<file path="src/rtl/decoder_pkg.sv">
`default_nettype none
// ============================================================================
//  Module   : decoder_pkg
//  Purpose  : Shared constants for the decoder_seq block: the encoding of the
//             two-bit mode input that selects how the registered index moves.
//  Contents : MODE_DIRECT  - index follows sel on every enabled edge
//             MODE_STEP_UP - index increments on each step pulse
//             MODE_STEP_DN - index decrements on each step pulse
//             MODE_AUTO    - index increments every PERIOD enabled cycles
//  Revision : 1.0 - initial release
// ============================================================================
package decoder_pkg;

    localparam logic [1:0] MODE_DIRECT  = 2'b00;
    localparam logic [1:0] MODE_STEP_UP = 2'b01;
    localparam logic [1:0] MODE_STEP_DN = 2'b10;
    localparam logic [1:0] MODE_AUTO    = 2'b11;

endpackage : decoder_pkg
`default_nettype wire

</file>
<file path="src/rtl/decoder_onehot.sv">
`default_nettype none
// ============================================================================
//  Module   : decoder_onehot
//  Purpose  : Purely combinational N-to-2**N one-hot decoder with an enable.
//             Each output is the AND of the enable and a full match of the
//             index, i.e. the textbook gate-level enable decoder widened to
//             any N. Always active-high; polarity is applied by the parent.
//  Ports    : i_idx [N-1:0]     index to decode
//             i_en              enable; all outputs low when deasserted
//             o_y   [2**N-1:0]  one-hot decoded lines
//  Revision : 1.0 - initial release
// ============================================================================
module decoder_onehot
    import decoder_pkg::*;
#(
    parameter int N = 2
) (
    input  logic [N-1:0]    i_idx,
    input  logic            i_en,
    output logic [2**N-1:0] o_y
);

    genvar i;
    generate
        for (i = 0; i < 2**N; i++) begin : g_line
            assign o_y[i] = i_en & (i_idx == N'(i));
        end
    endgenerate

endmodule : decoder_onehot
`default_nettype wire

</file>
<file path="src/rtl/decoder_seq.sv">
`default_nettype none
// ============================================================================
//  Module   : decoder_seq
//  Purpose  : Parametrised N-to-2**N decoder with a registered index and a
//             built-in sequencer. The index is loaded directly, stepped up or
//             down by pulses, or auto-scanned at a fixed cycle period. The
//             decoded output depends on registered state only, so there is
//             no combinational path from any input to y.
//  Params   : N          select width; OUT_W = 2**N output lines
//             ACTIVE_LOW 1 = selected line low, disabled pattern all ones
//             PERIOD     enabled clk cycles per advance in auto mode (>= 1)
//  Ports    : clk         rising-edge clock
//             rst_n       asynchronous active-low reset
//             en          enable (registered); low holds index and prescaler
//             mode  [1:0] 00 direct, 01 step-up, 10 step-down, 11 auto-up
//             sel   [N-1:0] value for direct mode and for load
//             load        pulse: index <= sel, overrides the mode action
//             step        pulse: advance by one in the step modes
//             y     [OUT_W-1:0] decoded (one-hot or one-cold) lines
//             idx   [N-1:0] current registered index
//             wrap        one-cycle pulse on a modulo wrap of the index
//  Revision : 1.0 - initial release
// ============================================================================
module decoder_seq
    import decoder_pkg::*;
#(
    parameter int N          = 2,
    parameter bit ACTIVE_LOW = 1'b0,
    parameter int PERIOD     = 4
) (
    input  logic              clk,
    input  logic              rst_n,
    input  logic              en,
    input  logic [1:0]        mode,
    input  logic [N-1:0]      sel,
    input  logic              load,
    input  logic              step,
    output logic [2**N-1:0]   y,
    output logic [N-1:0]      idx,
    output logic              wrap
);

    localparam int OUT_W = 2**N;

    // A one-bit prescaler is kept even for PERIOD=1 so the compare below is
    // always well formed; with PERIOD=1 it simply never leaves zero.
    localparam int               c_pscW    = (PERIOD > 1) ? $clog2(PERIOD) : 1;
    localparam logic [c_pscW-1:0] c_pscLast = c_pscW'(PERIOD - 1);
    localparam logic [N-1:0]     c_idxMax  = {N{1'b1}};
    localparam logic [N-1:0]     c_idxOne  = N'(1);

    // ------------------------------------------------------------------
    // Registered state
    // ------------------------------------------------------------------
    logic [N-1:0]      r_idx;
    logic              r_enR;
    logic [c_pscW-1:0] r_psc;
    logic              r_wrap;
    logic [1:0]        r_prevMode;

    // ------------------------------------------------------------------
    // Next-state logic, applied only on enabled edges
    // ------------------------------------------------------------------
    logic [N-1:0]      w_idxNext;
    logic [c_pscW-1:0] w_pscNext;
    logic              w_wrapNext;
    logic              w_modeChg;

    assign w_modeChg = (mode != r_prevMode);

    always_comb begin
        w_idxNext  = r_idx;
        w_pscNext  = '0;
        w_wrapNext = 1'b0;

        if (load) begin
            // Load has priority over every mode action and never wraps.
            w_idxNext = sel;
        end else begin
            case (mode)
                MODE_DIRECT: begin
                    w_idxNext = sel;
                end
                MODE_STEP_UP: begin
                    if (step) begin
                        w_idxNext  = r_idx + c_idxOne;
                        w_wrapNext = (r_idx == c_idxMax);
                    end
                end
                MODE_STEP_DN: begin
                    if (step) begin
                        w_idxNext  = r_idx - c_idxOne;
                        w_wrapNext = (r_idx == '0);
                    end
                end
                MODE_AUTO: begin
                    // The edge that enters auto mode only restarts the
                    // prescaler, so the first advance lands PERIOD enabled
                    // cycles later and every PERIOD cycles thereafter.
                    if (w_modeChg) begin
                        w_pscNext = '0;
                    end else if (r_psc == c_pscLast) begin
                        w_pscNext  = '0;
                        w_idxNext  = r_idx + c_idxOne;
                        w_wrapNext = (r_idx == c_idxMax);
                    end else begin
                        w_pscNext = r_psc + c_pscW'(1);
                    end
                end
                default: begin
                    w_idxNext = r_idx;
                end
            endcase
        end
    end

    // ------------------------------------------------------------------
    // State registers
    // ------------------------------------------------------------------
    always_ff @(posedge clk or negedge rst_n) begin
        if (!rst_n) begin
            r_idx      <= '0;
            r_enR      <= 1'b0;
            r_psc      <= '0;
            r_wrap     <= 1'b0;
            r_prevMode <= MODE_DIRECT;
        end else begin
            r_enR <= en;
            if (en) begin
                r_idx      <= w_idxNext;
                r_psc      <= w_pscNext;
                r_wrap     <= w_wrapNext;
                r_prevMode <= mode;
            end else begin
                // Disabled: index, prescaler and mode history are frozen.
                r_wrap <= 1'b0;
            end
        end
    end

    // ------------------------------------------------------------------
    // Output decode and polarity
    // ------------------------------------------------------------------
    logic [OUT_W-1:0] w_hot;

    decoder_onehot #(
        .N (N)
    ) u_onehot (
        .i_idx (r_idx),
        .i_en  (r_enR),
        .o_y   (w_hot)
    );

    generate
        if (ACTIVE_LOW) begin : g_activeLow
            assign y = ~w_hot;
        end else begin : g_activeHigh
            assign y = w_hot;
        end
    endgenerate

    assign idx  = r_idx;
    assign wrap = r_wrap;

endmodule : decoder_seq
`default_nettype wire

</file>
<file path="config.mk">
export PLATFORM = sky130hd
export DESIGN_NAME = decoder_seq
export DESIGN_NICKNAME = d
export VERILOG_FILES = /design/src/rtl/decoder_pkg.sv /design/src/rtl/decoder_onehot.sv /design/src/rtl/decoder_seq.sv
export SDC_FILE = /design/constraint.sdc
export NUM_CORES = 1
export LEC_CHECK = 0
export BUFFER_PORTS_ARGS = -buffer_cell sky130_fd_sc_hd__clkbuf_2
export CORE_AREA = 3 3 49 51
export DETAILED_ROUTE_END_ITERATION = 16
export DIE_AREA = 0 0 52 54
export SLEW_MARGIN = 10
export SYNTH_ARGS = -nofsm -noshare
export SYNTH_HDL_FRONTEND = slang
export SYNTH_SLANG_ARGS = --single-unit
</file>
<file path="constraint.sdc">
create_clock -name clk -period 2.21 [get_ports clk]
set_input_delay 0.3315 -clock clk [delete_from_list [all_inputs] [get_ports clk]]
set_output_delay 0.3315 -clock clk [all_outputs]
set_load 0.01 [all_outputs]
</file>
After elaboration in Yosys (flattened, before gate mapping)
Cells that the tools add are included.
{"block": "op_classes", "reduce_logical": 3, "n_addsub": 3, "n_eq_ne": 12, "n_bitwise": 4, "mux": 17}
{"operator": "two-way mux 2 bit", "n": 9}
{"operator": "inequality test 3 bit (second input constant)", "n": 4}
{"operator": "equality test 2 bit (second input constant)", "n": 5}
{"operator": "one-hot mux 2 bit (4 select lines)", "n": 1}
{"operator": "two-way mux 1 bit", "n": 6}
{"operator": "AND reduction 5 bit", "n": 1}
{"operator": "adder 2 x 1 -> 2 bit (second input constant)", "n": 2}
{"operator": "bitwise AND 1 bit", "n": 4}
{"operator": "equality test 2 x 1 -> 1 bit (second input constant)", "n": 2}
{"operator": "logical NOT 2 bit", "n": 2}
{"operator": "one-hot mux 1 bit (3 select lines)", "n": 1}
{"operator": "inequality test 2 bit", "n": 1}
{"operator": "subtractor 2 x 1 -> 2 bit (second input constant)", "n": 1}
{"block": "totals", "out_inout_bits": 7, "word_cells": 44, "inputBits": 9, "register_bits": 8}

Logic depth before layout (Yosys ltp)
{"block": "depth", "depth_word": 6, "ltp_mapped": 6}

Hierarchy
Synthesis repeated with hierarchy kept, for this count alone.
{"block": "hier_totals", "hier_cells": 56, "hier_area_um2": 586.8}
{"module": "decoder_seq", "seq_area_each_um2": 200.2, "instances": 1, "area_per_inst_um2": 549.3, "cells_per_inst": 52}
{"module": "decoder_onehot", "seq_area_each_um2": 0.0, "instances": 1, "area_per_inst_um2": 37.5, "cells_per_inst": 4}

Worst setup path before layout
Ideal clock, no wire load.
{"block": "synth_timing", "path_type": "input to register", "from": "input port mode[0]", "to": "register r_idx[0], in the netlist idx[0]", "arrival_time_ns": 1.262, "n_path_buf": 0, "path_slack_ns": 0.869, "stages": 6, "cell_sequence": "inv_1 -> ha_1 -> o21bai_1 -> a22o_1 -> a41oi_2 -> mux2i_1"}
{"block": "synth_between", "elab_chain_len": 3, "word_cells_on_any_way": 12, "classes_between": "eq/ne (8); mux (2); reduce/logical (2)"}
{"item": "from (decl)", "line_no": "decoder_seq.sv:34", "source": "input logic [1:0] mode,"}
{"item": "equality test 2 bit, or another cell as far along", "line_no": "decoder_seq.sv:80", "source": "case (mode)"}
{"item": "inequality test 3 bit (no line) / one-hot mux 2 bit (4 select lines) (equally long branches)"}
{"item": "AND reduction 5 bit (no line) / two-way mux 2 bit (equally long branches)"}
{"item": "to (signal assigned)", "line_no": "decoder_seq.sv:130", "source": "r_idx <= w_idxNext;"}
{"item": "to (decl)", "line_no": "decoder_seq.sv:55", "source": "logic [N-1:0] r_idx;"}
Parallel ways exist; a longest one is shown, timed or not.
A chain may end at the register's enable or synchronous reset.

Final worst setup path
{"block": "layout_timing", "from": "register r_idx[0], in the netlist idx[0]", "to": "output port y[0]"}
{"block": "layout_between", "elab_chain_len": 2}
{"item": "logical NOT 2 bit", "line_no": "decoder_onehot.sv:26", "source": "assign o_y[i] = i_en & (i_idx == N'(i));"}
{"item": "bitwise AND 1 bit", "line_no": "decoder_onehot.sv:26"}
{"item": "to (decl)", "line_no": "decoder_seq.sv:38", "source": "output logic [2**N-1:0] y,"}
Every way passes these cells.

==> impl_metrics.json <==
{
  "core_area_um2": 1980,
  "rows": 16,
  "insertion_delay_ns": 0.25,
  "n_fill_cell": 190,
  "ys_warn_count": 0,
  "die_w_um": 52,
  "leakage_nw": 0.370,
  "num_antenna_cells": 0,
  "dp_hpwl_um": 890,
  "avgSynthCellArea_um2": 10.2,
  "grt_util_all_layers": 0.0897,
  "start_util": 0.297,
  "slowest_stage": "dfrtp_1",
  "drcViolationCount": 0,
  "fp.dieH_um": 54,
  "hold_slack_ns": 0.354,
  "final_hold_viol_count": 0,
  "slowest_delay_ns": 0.41,
  "synth_area_um2": 589,
  "fmax_mhz": 642,
  "irDropWorstVdd_mv": 0.351,
  "cts_tree": "yes",
  "ys_types": 21,
  "cts_setup_buffers": 0,
  "finalWirelength_mm": 1.07,
  "multi_input_area_um2": 355,
  "clock-sinks": 8,
  "syn_inst": 58,
  "path_class": "reg2out",
  "area.sequential_um2": 200,
  "grt_first_pass_wirelength_mm": 1.79,
  "synth_seq_cells": 8,
  "nets": 96,
  "cp.arrival_ns": 1.22,
  "drv_cap": 0,
  "cts_inserted_buffers": 3,
  "skew_ns": 0.00946,
  "first_iter_violations": 2,
  "pin_count": 16,
  "finalMaxSlewViolations": 0,
  "postRouteAntennaNets": 0,
  "grt_overflow": 0,
  "gp_congestion": 0.701,
  "rsz0062_at_grt": "false",
  "hold_path.class": "in2reg",
  "vias": 437,
  "clk_pin_slew_worst_paths_ns": 0.05,
  "final_common_cell": "clkbuf_2",
  "relSlewSlack": 0.786,
  "drive_gt1_frac": 0.289,
  "ys_seq_area_frac": 0.340,
  "fin_crit_ns": 1.56,
  "setup_tns_ns": 0,
  "grt_pass1_vias": 416,
  "worst_ep_required_time_ns": 1.88,
  "antenna_found_initial": 0,
  "critPathTopFamily": "flip-flops",
  "numPortBuffers": 15,
  "path_buf_inv": 2,
  "cp-start-kind": "flip-flop",
  "syn_to_final_growth_pct": 22.1,
  "htree_levels": 1,
  "cts.path.max_buffers": 2,
  "dr.pass1.iters": 4,
  "grt_max_degree": 12,
  "setup_viol": 0,
  "vias_per_cell": 4.24,
  "cp_max_fo": 5,
  "cts-root-buf": "clkbuf_4",
  "most-common-layout-cells": "clkbuf_2 (15), ha_1 (9), dfrtp_1 (8), inv_1 (6), nor2_1 (6)",
  "worst_pin_slew_ns": 0.320,
  "wl_per_cell_um": 10.3,
  "cp_cell_sequence": "inv_1 -> ha_1 -> and2_1 -> clkbuf_2",
  "endpoint_kind": "primary output",
  "status": "finished clean",
  "syn-num-nets": 76,
  "die-area_um2": 2810,
  "p_per_area_nw_per_um2": 616,
  "period_share": 0.704
}
-- registers in the layout (all words and copies together), names as in the netlist --
name and flops:
r_psc 2, r_enR 1, wrap 1, idx 2, r_prevMode 2
-- kinds of logic (layout without fill, tap and decap cells) --
| group | after synthesis | in the layout | share of synthesized area |
|---|---|---|---|
| AOI/OAI and AO/OA | 7 | 7 | 0.0956 |
| xor gates and xnor gates | 2 | 2 | 0.0297 |
| muxes | 6 | 6 | 0.106 |
| DFF | 8 | 8 | 0.340 |
| buffers and inverters | 7 | 25 | 0.0573 |
| adders and majority gates | 9 | 9 | 0.191 |
| and+or+nand+nor | 19 | 19 | 0.180 |
-- Yosys cell counts (all sizes together) --
cell	instances	area [µm²]
nand3b	1	7.51
nor3	1	5.00
o21bai	1	7.51
nand2	3	11.3
buf	1	11.3
mux2	2	22.5
dfrtp	8	200
ha	9	113
o22ai	2	12.5
nand4	2	12.5
nor2	6	22.5
mux2i	4	40.0
nand4b	1	8.76
xor2	2	17.5
a22o	1	8.76
a41oi	1	16.3
inv	6	22.5
and2	4	25.0
a21oi	1	5.00
nor2b	1	13.8
a31oi	1	6.26
-- area by class of cell --
class,instances,share of cell area
multi-input combinational,43,0.494
sequential,8,0.278
clock buffer,3,0.0313
tap,27,0.0470
timing repair buffer,16,0.118
inverter,6,0.0313
-- through the flow --
stage	setup slack, ns	std cells	total power, mW	util	cell area, µm²
detailed placement	0.608	99	0.338	0.347	687
finish	0.654	103	0.443	0.363	719
global placement	0.658	99	0.337	0.347	687
floorplan	0.869	58	0.283	-	589
CTS	0.631	103	0.450	0.363	719
global route	0.564	103	0.479	0.363	719
-- worst reg2reg max path, cell delays in order (launching register included) --
cell and delay [ns]:
dfrtp_1 0.41, inv_1 0.11, ha_1 0.32, nor2_1 0.09
a21oi_1 0.05, mux2i_1 0.15, mux2i_1 0.09
-- report_power, final --
part	switching (mW)	leakage (nW)	internal (mW)
registers	0.0157	0.101	0.163
clock network	0.0454	0.0138	0.0618
logic	0.0858	0.256	0.0711
-- final timing paths --
| kind | from | end | slack [ns] | cells after the start |
|---|---|---|---|---|
| max | idx[0] | y[0] | 0.65 | 4 |
| min | en | r_enR | 0.35 | 1 |
| max reg2reg | idx[0] | idx[1] | 0.87 | 6 |
| min reg2reg | r_prevMode[1] | r_prevMode[1] | 0.53 | 1 |
| max in group asynchronous | rst_n | wrap | 1.58 | 2 |
| min in group asynchronous | rst_n | r_psc[1] | 0.45 | 2 |
-- metal layers --
layer,GRT usage,up-vias,routed length (µm)
li1,-,234,-
met3,0.0637,0,122
met2,0.130,18,442
met4,0.0262,0,0
met5,0,-,0
met1,0.105,185,500
-- repair_timing --
action,in CTS,in global routing
hold buffers,1,0
gates resized for setup,0,0
endpoints found under the hold margin,8,0
Power figures use the tool's default switching activity.
